$ cat src/rtl/phy_rx_pkg.sv
// Shared constants and types for the PHY RX lane arbiter slice.
package phy_rx_pkg;

  localparam int LANES     = 4;
  localparam int BYTE_W    = 8;
  localparam int LANE_ID_W = 2;

  typedef logic [LANE_ID_W-1:0] lane_id_t;

  // Last-granted lane after reset/flush, so lane 0 is scanned first.
  localparam lane_id_t RR_RESET_LAST = 2'd3;

endpackage

$ cat src/rtl/phy_rx_lane_fifo.sv
// Small per-lane elastic buffer; head byte is visible combinationally on dout.
module phy_rx_lane_fifo
  import phy_rx_pkg::*;
#(
  parameter int DEPTH = 2
) (
  input  logic              clk_4f,
  input  logic              reset,
  input  logic              flush,
  input  logic              push,
  input  logic              pop,
  input  logic [BYTE_W-1:0] din,
  output logic [BYTE_W-1:0] dout,
  output logic              full,
  output logic              empty
);

  localparam int AW = $clog2(DEPTH);

  logic [AW:0]       wr_ptr;
  logic [AW:0]       rd_ptr;
  logic [BYTE_W-1:0] mem [DEPTH];

  // Extra pointer MSB distinguishes full from empty when the indices match.
  assign empty = (wr_ptr == rd_ptr);
  assign full  = (wr_ptr[AW] != rd_ptr[AW]) && (wr_ptr[AW-1:0] == rd_ptr[AW-1:0]);
  assign dout  = mem[rd_ptr[AW-1:0]];

  always_ff @(posedge clk_4f or posedge reset) begin
    if (reset) begin
      wr_ptr <= '0;
      rd_ptr <= '0;
    end else if (flush) begin
      wr_ptr <= '0;
      rd_ptr <= '0;
    end else begin
      if (push) wr_ptr <= wr_ptr + (AW+1)'(1);
      if (pop)  rd_ptr <= rd_ptr + (AW+1)'(1);
    end
  end

  always_ff @(posedge clk_4f) begin
    if (push && !flush) mem[wr_ptr[AW-1:0]] <= din;
  end

endmodule

$ cat src/rtl/phy_rx_lane_arbiter.sv
// Round-robin arbiter sharing one downstream byte port between four RX lanes,
// with per-lane elastic buffers, pause/flush handling and drop accounting.
module phy_rx_lane_arbiter
  import phy_rx_pkg::*;
#(
  parameter int DEPTH  = 2,
  parameter int DROP_W = 8
) (
  input  logic                 clk_4f,
  input  logic                 reset,
  input  logic [BYTE_W-1:0]    data_0,
  input  logic [BYTE_W-1:0]    data_1,
  input  logic [BYTE_W-1:0]    data_2,
  input  logic [BYTE_W-1:0]    data_3,
  input  logic                 valid_0,
  input  logic                 valid_1,
  input  logic                 valid_2,
  input  logic                 valid_3,
  input  logic                 pause,
  input  logic                 flush,
  output logic [BYTE_W-1:0]    data_out,
  output logic                 valid_out,
  output logic [LANE_ID_W-1:0] lane_id,
  output logic [LANES-1:0]     overflow,
  output logic [DROP_W-1:0]    drop_cnt,
  output logic                 idle
);

  logic [BYTE_W-1:0] lane_data [LANES];
  logic [BYTE_W-1:0] lane_head [LANES];
  logic [LANES-1:0]  lane_valid;
  logic [LANES-1:0]  lane_full;
  logic [LANES-1:0]  lane_empty;
  logic [LANES-1:0]  lane_push;
  logic [LANES-1:0]  lane_pop;
  logic [LANES-1:0]  lane_drop;

  lane_id_t          last;
  lane_id_t          winner;
  lane_id_t          scan_idx;
  logic              any_ready;
  logic              grant;
  logic [2:0]        drop_sum;
  logic [DROP_W:0]   drop_next;

  assign lane_data[0] = data_0;
  assign lane_data[1] = data_1;
  assign lane_data[2] = data_2;
  assign lane_data[3] = data_3;
  assign lane_valid   = {valid_3, valid_2, valid_1, valid_0};

  for (genvar g = 0; g < LANES; g++) begin : g_lane
    phy_rx_lane_fifo #(
      .DEPTH(DEPTH)
    ) u_fifo (
      .clk_4f(clk_4f),
      .reset (reset),
      .flush (flush),
      .push  (lane_push[g]),
      .pop   (lane_pop[g]),
      .din   (lane_data[g]),
      .dout  (lane_head[g]),
      .full  (lane_full[g]),
      .empty (lane_empty[g])
    );
  end

  // Scan last+1 .. last+4 (mod 4); the first non-empty lane wins.
  always_comb begin
    winner    = last;
    scan_idx  = last;
    any_ready = 1'b0;
    for (int i = 1; i <= LANES; i++) begin
      scan_idx = last + lane_id_t'(i);
      if (!any_ready && !lane_empty[scan_idx]) begin
        winner    = scan_idx;
        any_ready = 1'b1;
      end
    end
    grant = any_ready && !pause && !flush;
  end

  // A full lane may still accept a byte when its head leaves on the same edge.
  always_comb begin
    lane_pop  = '0;
    lane_push = '0;
    lane_drop = '0;
    drop_sum  = '0;
    for (int n = 0; n < LANES; n++) begin
      lane_pop[n]  = grant && (winner == lane_id_t'(n));
      lane_push[n] = lane_valid[n] && !flush && (!lane_full[n] || lane_pop[n]);
      lane_drop[n] = lane_valid[n] && !flush && !lane_push[n];
      drop_sum     = drop_sum + 3'(lane_drop[n]);
    end
  end

  assign drop_next = {1'b0, drop_cnt} + (DROP_W+1)'(drop_sum);

  always_ff @(posedge clk_4f or posedge reset) begin
    if (reset) begin
      overflow <= '0;
      drop_cnt <= '0;
    end else begin
      overflow <= overflow | lane_drop;
      drop_cnt <= drop_next[DROP_W] ? '1 : drop_next[DROP_W-1:0];
    end
  end

  always_ff @(posedge clk_4f or posedge reset) begin
    if (reset) begin
      data_out  <= '0;
      valid_out <= 1'b0;
      lane_id   <= '0;
      last      <= RR_RESET_LAST;
    end else if (grant) begin
      data_out  <= lane_head[winner];
      lane_id   <= winner;
      valid_out <= 1'b1;
      last      <= winner;
    end else begin
      valid_out <= 1'b0;
      if (flush) last <= RR_RESET_LAST;
    end
  end

  assign idle = (&lane_empty) && !valid_out;

endmodule

$ cat config.mk
export PLATFORM = sky130hd
export DESIGN_NAME = phy_rx_lane_arbiter
export DESIGN_NICKNAME = d
export VERILOG_FILES = /design/src/rtl/phy_rx_pkg.sv /design/src/rtl/phy_rx_lane_fifo.sv /design/src/rtl/phy_rx_lane_arbiter.sv
export SDC_FILE = /design/constraint.sdc
export NUM_CORES = 1
export LEC_CHECK = 0
export CORE_MARGIN = 3
export CORE_UTILIZATION = 59
export CTS_CLUSTER_SIZE = 28
export DETAILED_ROUTE_END_ITERATION = 10
export PLACE_DENSITY = 0.95
export SLEW_MARGIN = 20
export SYNTH_ARGS = -nofsm -noshare
export SYNTH_HDL_FRONTEND = slang
export SYNTH_SLANG_ARGS = --single-unit
$ cat constraint.sdc
create_clock -name clk_4f -period 10.7 [get_ports clk_4f]
set_clock_uncertainty 0.05 [all_clocks]
set_input_delay 2.14 -clock clk_4f [delete_from_list [all_inputs] [get_ports clk_4f]]
set_output_delay 2.14 -clock clk_4f [all_outputs]
set_load 0.005 [all_outputs]
==> results.py, run 1 <==
metrics = {
    "pwr": {
        "pwr-share-seq_pct": 41.3,
        "p_leak_nw": 2.12,
        "p_int_mw": 0.837,
        "p_comb_share_pct": 42.0,
        "powerDensity_mw_per_mm2": 246,
        "power.switching_mw": 0.579,
        "swShare_pct": 40.9,
        "clkPwrFrac_pct": 16.7,
        "irDropWorstVdd_mv": 0.160,
    },
    "global_routing": {
        "grt_pass1_wl_um": 17300,
        "grt.overflow.total": 0,
        "grt_max_degree": 44,
        "antenna_found_initial": 0,
        "grt_usage_pct": 23.2,
        "grt_pass1_vias": 3303,
    },
    "synthesis": {
        "synth_common_cells": "edfxtp_1 (64), dfrtp_1 (39), mux2_2 (24)",
        "synth_cell_types": 41,
        "synth.most_common_cell": "edfxtp_1",
        "ys_async_sr_fraction_pct": 39.0,
        "synth-seq-area-share_pct": 60.8,
        "synthFlopType": "edfxtp_1",
        "ys_ff_latch": 105,
        "yosysTopAreaCell": "edfxtp_1",
        "synthesis.area_mm2": 0.00485,
        "ys_top_cells_by_area": "edfxtp_1 (40%), dfrtp_1 (20%), mux2_2 (5.6%)",
        "syn_area_per_cell_um2": 12.5,
        "synth_top_area_share_pct": 39.6,
        "synth_fp_nets": 433,
        "ys_warn_count": 0,
        "syn_inst": 389,
        "synth_edf_count": 64,
    },
    "place": {
        "placed_cells": 535,
        "port_buffers": 63,
        "dp_hpwl_um": 7500,
        "place_ws_ns": 5.03,
        "routabilityCongestion": 0.913,
    },
    "critical_path": {
        "path_max_fanout": 11,
        "worst_setup_path_start_kind": "input pin",
        "crit_path_start": "pause",
        "arrival_ns": 5.50,
        "required_ns": 10.90,
        "timing.rr.start": "g_lane[2].u_fifo.rd_ptr[0]",
        "cpPeakStageDelay_ns": 0.52,
        "path_cells": "clkdlybuf4s50_1, a21oi_1, o21ai_0, nor2_1, nor4_1, fa_1, fa_1, fa_1, nand2_1, nor2_1, nand4_1, o21ai_0",
        "crit_slowest_cell": "clkdlybuf4s50_1",
        "cp-end-kind": "flip-flop",
        "cp-endpoint": "drop_cnt[4]",
        "rrSetupSlack_ns": 5.78,
        "crit_type": "input pin to flip-flop",
        "reg2reg_to": "drop_cnt[4]",
        "path_common_cell": "fa_1",
        "reg2reg_depth": 13,
    },
    "sta": {
        "slew_headroom_pct": 27.6,
        "worst_slew_pin_slew_ns": 1.08,
        "finalWorstSetupSlack_ns": 5.41,
        "finalHoldViolations": 0,
        "tns_ns": 0,
        "fin_crit_sh_pct": 49.5,
        "fin_crit_ns": 5.29,
        "slew_viol_final": 0,
        "max_freq_mhz": 189,
        "rsz0062_at_grt": "false",
        "finalSetupViolations": 0,
    },
    "drt": {
        "drt_first_pass_iters": 5,
        "initialDrtViolationCount": 488,
        "vias": 3387,
        "drc": 0,
        "viasPerCell": 6.15,
        "wl_um": 10400,
        "ant_nets": 0,
        "wl_per_cell_um": 18.9,
    },
    "floorplanning": {
        "rows": 32,
        "start_util_pct": 61.8,
        "core_mm2": 0.00785,
        "die_h_um": 96.7,
        "die_area_mm2": 0.00935,
        "io_pins": 64,
        "die_w_um": 96.7,
    },
    "cts": {
        "root_buffer": "clkbuf_8",
        "htree_levels": 3,
        "clock_path_buffers": 2,
        "cts.sink_count": 105,
        "clk_latency_ns": 0.38,
        "path_clk_slew_ns": 0.10,
        "numCtsBuffers": 9,
        "cts_resized": 0,
        "hold_buffers": 0,
        "cts_tree": "yes",
        "cts_setup_buffers": 0,
    },
    "final_layout": {
        "finalNonFillerCells": 551,
        "nNetsFinal": 488,
        "finish.utilization_pct": 73.2,
        "drive_above_1_share_pct": 12.0,
        "syn_to_final_growth_pct": 18.3,
        "n_antenna_cell": 0,
    },
    "flow_run": {
        "max_cap_violations": 0,
    },
    "worst_hold_path": {
        "worstHoldPathType": "flip-flop to flip-flop",
    },
    "outcome": {
        "status": "finished, final reports clean",
    },
}
[per-stage QoR]
step                total power, mW  area, µm²  hold WS (ns)
floorplan                     0.993       4850         0.404
global placement               1.15       5530         0.401
detailed placement             1.17       5540         0.398
CTS                            1.41       5720         0.421
global route                   1.50       5740         0.451
finish                         1.42       5740         0.422
[layer usage]
layer | GRT usage [%] | share of wire [%] | up-vias
li1 | - | - | 1561
met2 | 37.9 | 50 | 146
met1 | 32.1 | 42 | 1657
met4 | 7.99 | 1.9 | 0
met5 | 0 | 0 | -
met3 | 3.60 | 6.0 | 23
[kinds of logic (layout without fill, tap and decap cells)]
group	Yosys count	count (layout)	synth area share (%)
buf+inv	37	97	3.43
mux	32	32	7.22
xor+xnor	15	15	3.02
flops	105	105	60.8
simple gates	104	104	11.1
fa+ha+maj	4	4	1.50
compound gates	92	92	13.0
[worst min path at each step]
stage	from	endpoint	slack, ns	depth (start not counted)
final	overflow[1]	overflow[1]	0.42	2
after global routing	overflow[3]	overflow[3]	0.45	2
after CTS	overflow[1]	overflow[1]	0.42	2
after detailed placement	overflow[1]	overflow[1]	0.40	2
after global placement	overflow[3]	overflow[3]	0.40	2
after floorplan	overflow[0]	overflow[0]	0.40	2
[placed cells by master (no fill, tap or decap), drive strengths merged, types with 7 or more instances in the layout]
cell           instances
a211oi                11
a21oi                 14
clkbuf                10
clkdlybuf4s50         63
dfrtp                 39
edfxtp                64
inv                   18
mux2                  24
mux2i                  8
nand2                 20
nand3                 10
nor2                  23
nor2b                 17
nor4                   7
o211ai                16
o21ai                 16
o31ai                 16
xor2                   9
[state kept, by name, indices dropped and copies added, names as in the netlist]
signal and cells:
overflow 4, g_lane.u_fifo.rd_ptr 8, lane_id 2, last 2
g_lane.u_fifo.mem 64, data_out 8, drop_cnt 8, g_lane.u_fifo.wr_ptr 8
valid_out 1
[cell type report]
| type | count | area, µm² |
|---|---|---|
| Sequential cell | 105 | 2950 |
| Timing Repair Buffer | 67 | 661 |
| Tap cell | 102 | 128 |
| Clock inverter | 6 | 57.6 |
| Multi-Input combinational cell | 247 | 1770 |
| Inverter | 14 | 52.6 |
| Clock buffer | 10 | 128 |
| Fill cell | 525 | 2100 |
[worst max-delay path: cells and delay by family]
family                     cells  cell delay [ns]
AOI/OAI and AO/OA              3             0.62
adders and majority gates      3             1.42
buffers and inverters          1             0.52
and+or+nand+nor                5             0.80
[power by group through the flow]
stage | clock, mW | combinational (mW) | sequential (mW)
after CTS | 0.237 | 0.584 | 0.584
after floorplan | 0 | 0.440 | 0.553
final | 0.236 | 0.594 | 0.585
after detailed placement | 0 | 0.579 | 0.592
after global routing | 0.255 | 0.655 | 0.594
after global placement | 0 | 0.558 | 0.588
(Power assumes the default switching activity.)
==> inputs of run 2 (changes only) <==
CORE_UTILIZATION = 50   (was 59)
PLACE_DENSITY = 0.86   (was 0.95)
clock period = 4.8 ns   (was 10.7 ns; I/O delays follow)
==> run 2 against run 1 <==
Compared with the run above:
- power increased by 120%
- clock power increased by 110%
- die area increased by 17%
- critical endpoint unchanged
- largest cell class unchanged
- global-route usage decreased by 4.0 points
- cell count increased by 6.4%
==> results.py, run 2 (synthesis results as in run 1) <==
metrics = {
    "floorplanning": {
        "io_pins": 64,
        "die_area_mm2": 0.0109,
        "core_mm2": 0.00933,
        "die_w_um": 105,
        "die_h_um": 105,
        "rows": 35,
        "start_util_pct": 52.0,
    },
    "final_layout": {
        "layout_common_cells": "edfxtp_1 (64), clkdlybuf4s50_1 (63), dfrtp_1 (37), mux2_2 (24), nor2_1 (23)",
        "final_common_cell": "edfxtp_1",
        "syn_to_final_growth_pct": 20.0,
        "n_antenna_cell": 0,
        "nNetsFinal": 496,
        "largest_reg_flops": 64,
        "drive_above_1_share_pct": 13.6,
    },
    "sta": {
        "holdWs_ns": 0.431,
        "slew_headroom_pct": 28.1,
        "max_freq_mhz": 227,
        "fin_crit_ns": 4.40,
        "fin_crit_sh_pct": 91.6,
        "finalHoldViolations": 0,
        "rsz0062_at_grt": "false",
        "tns_ns": 0,
        "worst_slew_pin_slew_ns": 1.07,
        "finalSetupViolations": 0,
        "slew_viol_final": 0,
    },
    "cts": {
        "numCtsBuffers": 9,
        "cts.sink_count": 105,
        "path_clk_slew_ns": 0.09,
        "root_buffer": "clkbuf_8",
        "htree_levels": 3,
        "cts_tree": "yes",
        "clk_latency_ns": 0.37,
        "clock_path_buffers": 2,
        "hold_buffers": 0,
    },
    "critical_path": {
        "path_common_cell": "fa_1",
        "timing.rr.start": "g_lane[0].u_fifo.rd_ptr[0]",
        "worst_setup_path_start_kind": "flip-flop",
        "path_cells": "xor2_2, nor4_1, and2_1, or3_4, nor2_1, nor4_1, fa_1, fa_1, fa_1, nand2_1, nor2_1, nand4_1, o21ai_0",
        "cpPeakStageDelay_ns": 0.52,
        "crit_family": "simple AND/OR/NAND/NOR gates",
        "rrSetupSlack_ns": 0.40,
        "path_max_fanout": 30,
        "crit_path_start": "g_lane[0].u_fifo.rd_ptr[0]",
        "reg2reg_to": "drop_cnt[4]",
        "reg2reg_depth": 13,
        "cp-end-kind": "flip-flop",
        "crit_slowest_cell": "dfrtp_2",
        "cp_num_buf_inv": 0,
        "crit_type": "flip-flop to flip-flop",
        "worstSetupPathDepth": 13,
        "cp-endpoint": "drop_cnt[4]",
        "arrival_ns": 4.58,
        "required_ns": 4.98,
    },
    "drt": {
        "drc": 0,
        "initialDrtViolationCount": 234,
        "wl_um": 10000,
        "viasPerCell": 5.73,
        "ant_nets": 0,
        "drt_first_pass_iters": 5,
        "vias": 3356,
        "wl_per_cell_um": 17.1,
    },
    "place": {
        "port_buffers": 63,
        "dp_hpwl_um": 7320,
        "routabilityCongestion": 0.921,
    },
    "pwr": {
        "irDropWorstVdd_mv": 0.339,
        "powerDensity_mw_per_mm2": 540,
        "p_comb_share_pct": 43.6,
        "pwr-share-seq_pct": 40.4,
        "p_leak_nw": 2.16,
        "swShare_pct": 39.9,
        "p_int_mw": 1.89,
        "clkPwrFrac_pct": 16.0,
        "power.switching_mw": 1.25,
        "total_power_mw": 3.14,
    },
    "global_routing": {
        "grt_max_degree": 42,
        "antenna_found_initial": 0,
        "grt.overflow.total": 0,
        "grt_pass1_wl_um": 16600,
        "grt_usage_pct": 19.2,
        "grt_pass1_vias": 3358,
    },
    "worst_hold_path": {
        "worstHoldPathType": "flip-flop to flip-flop",
    },
    "flow_run": {
        "max_cap_violations": 0,
    },
    "outcome": {
        "status": "finished, final reports clean",
    },
}
-- run 2: changes by cell type in the layout (fill, tap and decap cells not counted), moves of 2 or more --
cell      before  now
dfrtp_1       39   37
buf_4          4   12
clkinv_4       0    2
inv_8          3    1
dfrtp_2        0    2
-- run 2: worst min path at each step --
stage / from / end / slack [ns] / depth (start not counted)
floorplan: overflow[0] / overflow[0] / 0.40 / 2
global placement: overflow[3] / overflow[3] / 0.41 / 2
detailed placement: overflow[3] / overflow[3] / 0.40 / 2
CTS: overflow[3] / overflow[3] / 0.43 / 2
global route: overflow[2] / overflow[2] / 0.45 / 2
finish: overflow[3] / overflow[3] / 0.43 / 2
-- run 2: worst reg2reg max path, delay by kind of cell (launching register included) --
kind | cells | cell delay, ns
AO/OA/AOI/OAI | 1 | 0.14
XOR/XNOR | 1 | 0.22
adder cells (fa/ha/maj) | 3 | 1.42
flip-flops | 1 | 0.52
AND/OR/NAND/NOR | 8 | 1.93
-- run 2: power groups by stage --
stage / Clock [mW] / Combinational [mW] / Sequential, mW
after CTS: 0.510 / 1.35 / 1.27
final: 0.501 / 1.37 / 1.27
after global placement: 0 / 1.31 / 1.28
after global routing: 0.550 / 1.50 / 1.29
after detailed placement: 0 / 1.35 / 1.28
after floorplan: 0 / 0.981 / 1.23
-- run 2: stage by stage --
| step | setup slack, ns | util (%) | std cells | cell area, µm² |
|---|---|---|---|---|
| finish | 0.403 | 62.4 | 586 | 5820 |
| global route | 0.118 | 62.4 | 586 | 5820 |
| CTS | 0.337 | 62.3 | 586 | 5810 |
| detailed placement | 0.355 | 60.4 | 570 | 5630 |
| global placement | 0.559 | 60.3 | 570 | 5630 |
| floorplan | 0.660 | - | 389 | 4850 |
-- run 2: per-layer routing --
layer / up-vias / share of wire (%) / routed length, µm / track usage (%)
met5: - / 0 / 0 / 0
met4: 0 / 1.6 / 158 / 6.55
met3: 17 / 6.4 / 641 / 3.97
met2: 138 / 49 / 4950 / 31.0
met1: 1618 / 43 / 4270 / 26.0
li1: 1583 / - / - / -
-- run 2: area by class of cell --
class | instances | area, µm²
clock buffer | 10 | 128
timing repair buffer | 75 | 721
inverter | 14 | 52.6
sequential | 105 | 2950
fill | 723 | 3510
tap | 129 | 161
multi-input combinational | 247 | 1760
clock inverter | 6 | 50.0
-- run 2: what timing repair did --
action                                  in CTS  in global routing
endpoints found under the setup margin       0                  1
resized for setup                            0                  2
setup buffers                                0                  0
==> inputs of run 3 (changes only) <==
--- a/constraint.sdc
+++ b/constraint.sdc
@@ -4,2 +4,2 @@
 set_output_delay 0.96 -clock clk_4f [all_outputs]
-set_load 0.005 [all_outputs]
+set_load 0.1 [all_outputs]
==> run 3 against run 2 <==
Compared with the run above:
- register-to-register slack worse by 0.05 ns
- fmax is 1.1% lower
- final area barely moved
- flip-flop and latch count stayed put
- utilization barely moved
- sequential power barely moved
- hold slack got worse by 0.0058 ns
- cell count did not move
==> results.py, run 3 (synthesis results as in run 1) <==
metrics = {
    "outcome": {
        "status": "finished, final reports clean",
    },
    "cts": {
        "root_buffer": "clkbuf_8",
        "clk_latency_ns": 0.37,
        "htree_levels": 3,
        "numCtsBuffers": 9,
        "clock_path_buffers": 2,
        "path_clk_slew_ns": 0.10,
        "cts_setup_buffers": 0,
        "hold_buffers": 0,
        "cts_tree": "yes",
        "cts.sink_count": 105,
    },
    "final_layout": {
        "layout_common_cells": "edfxtp_1 (64), clkdlybuf4s50_1 (62), dfrtp_1 (38), mux2_2 (24), nor2_1 (23)",
        "fill_cells": 691,
        "finish.utilization_pct": 62.4,
        "largest_reg_flops": 64,
        "finalNonFillerCells": 586,
        "syn_to_final_growth_pct": 20.0,
        "n_antenna_cell": 0,
        "drive_above_1_share_pct": 13.3,
        "final_common_cell": "edfxtp_1",
        "nNetsFinal": 496,
    },
    "global_routing": {
        "grt_max_degree": 42,
        "grt_pass1_vias": 3366,
        "antenna_found_initial": 0,
        "grt_pass1_wl_um": 16700,
        "grt_usage_pct": 19.4,
        "grt.overflow.total": 0,
    },
    "sta": {
        "max_freq_mhz": 225,
        "rsz0062_at_grt": "false",
        "worst_slew_pin_slew_ns": 1.05,
        "fin_crit_ns": 4.44,
        "finalWorstSetupSlack_ns": 0.356,
        "finalHoldViolations": 0,
        "fin_crit_sh_pct": 92.6,
        "slew_headroom_pct": 29.4,
        "tns_ns": 0,
        "finalSetupViolations": 0,
        "slew_viol_final": 0,
    },
    "pwr": {
        "total_power_mw": 3.62,
        "p_leak_nw": 2.16,
        "powerDensity_mw_per_mm2": 622,
        "irDropWorstVdd_mv": 0.334,
    },
    "flow_run": {
        "max_cap_violations": 0,
    },
    "critical_path": {
        "worst_setup_path_start_kind": "flip-flop",
        "crit_type": "flip-flop to flip-flop",
        "path_max_fanout": 30,
        "cp-end-kind": "flip-flop",
        "reg2reg_depth": 13,
        "required_ns": 5.00,
        "rrSetupSlack_ns": 0.36,
        "arrival_ns": 4.64,
    },
    "worst_hold_path": {
        "holdPathStages": 2,
        "worstHoldPathType": "flip-flop to flip-flop",
    },
    "floorplanning": {
        "io_pins": 64,
        "core_mm2": 0.00933,
        "die_h_um": 105,
        "die_w_um": 105,
        "die_area_mm2": 0.0109,
        "rows": 35,
        "start_util_pct": 52.0,
    },
    "place": {
        "place_ws_ns": 0.313,
        "dp_hpwl_um": 7390,
        "routabilityCongestion": 0.923,
        "port_buffers": 63,
        "placed_cells": 570,
    },
    "drt": {
        "wl_per_cell_um": 17.7,
        "vias": 3405,
        "drc": 0,
        "viasPerCell": 5.81,
        "wl_um": 10400,
        "initialDrtViolationCount": 291,
        "drt_first_pass_iters": 5,
        "ant_nets": 0,
    },
}
run 3: path summary, 6_finish.rpt:
| kind | startpoint | end |
|---|---|---|
| setup / recovery | g_lane[0].u_fifo.rd_ptr[0] | drop_cnt[4] |
| hold / removal | overflow[3] | overflow[3] |
| setup reg to reg | g_lane[0].u_fifo.rd_ptr[0] | drop_cnt[4] |
| hold reg to reg | overflow[3] | overflow[3] |
| max in group asynchronous | reset | g_lane[3].u_fifo.rd_ptr[0] |
| min in group asynchronous | reset | g_lane[1].u_fifo.rd_ptr[1] |
run 3: power breakdown:
| part | switching (mW) | internal (mW) |
|---|---|---|
| clock network | 0.309 | 0.193 |
| logic | 1.29 | 0.560 |
| registers | 0.143 | 1.13 |
| total | 1.74 | 1.88 |
run 3: through the flow:
stage	hold slack [ns]	area [µm²]
floorplan	0.484	4850
global placement	0.406	5620
detailed placement	0.404	5630
CTS	0.432	5820
global route	0.455	5820
finish	0.425	5820
run 3: area by class of cell:
type	instances	area [µm²]	area share [%]
Tap cell	129	161	2.77
Clock inverter	7	58.8	1.01
Sequential cell	105	2950	50.7
Inverter	14	52.6	0.902
Clock buffer	9	124	2.13
Multi-Input combinational cell	247	1760	30.2
Timing Repair Buffer	75	718	12.3
run 3: what timing repair did:
action,4_1_cts,5_1_grt
endpoints found under the hold margin,0,0
endpoints found under the setup margin,0,6
gates resized for setup,0,1
run 3: critical path, stage by stage, from the launching register on:
cell and delay [ns]:
dfrtp_1 0.57, xor2_2 0.26, nor4_1 0.31, and2_1 0.41, or3_4 0.42, nor2_1 0.11, nor4_1 0.30, fa_1 0.51
fa_1 0.47, fa_1 0.43, nand2_1 0.11, nor2_1 0.08, nand4_1 0.18, o21ai_0 0.12
run 3: routing by layer:
metal,wire (µm),GRT usage (%),vias to the layer above
met3,615,3.35,22
met4,238,8.07,0
li1,-,-,1573
met1,4450,26.2,1665
met2,5050,31.2,145
met5,0,0,-
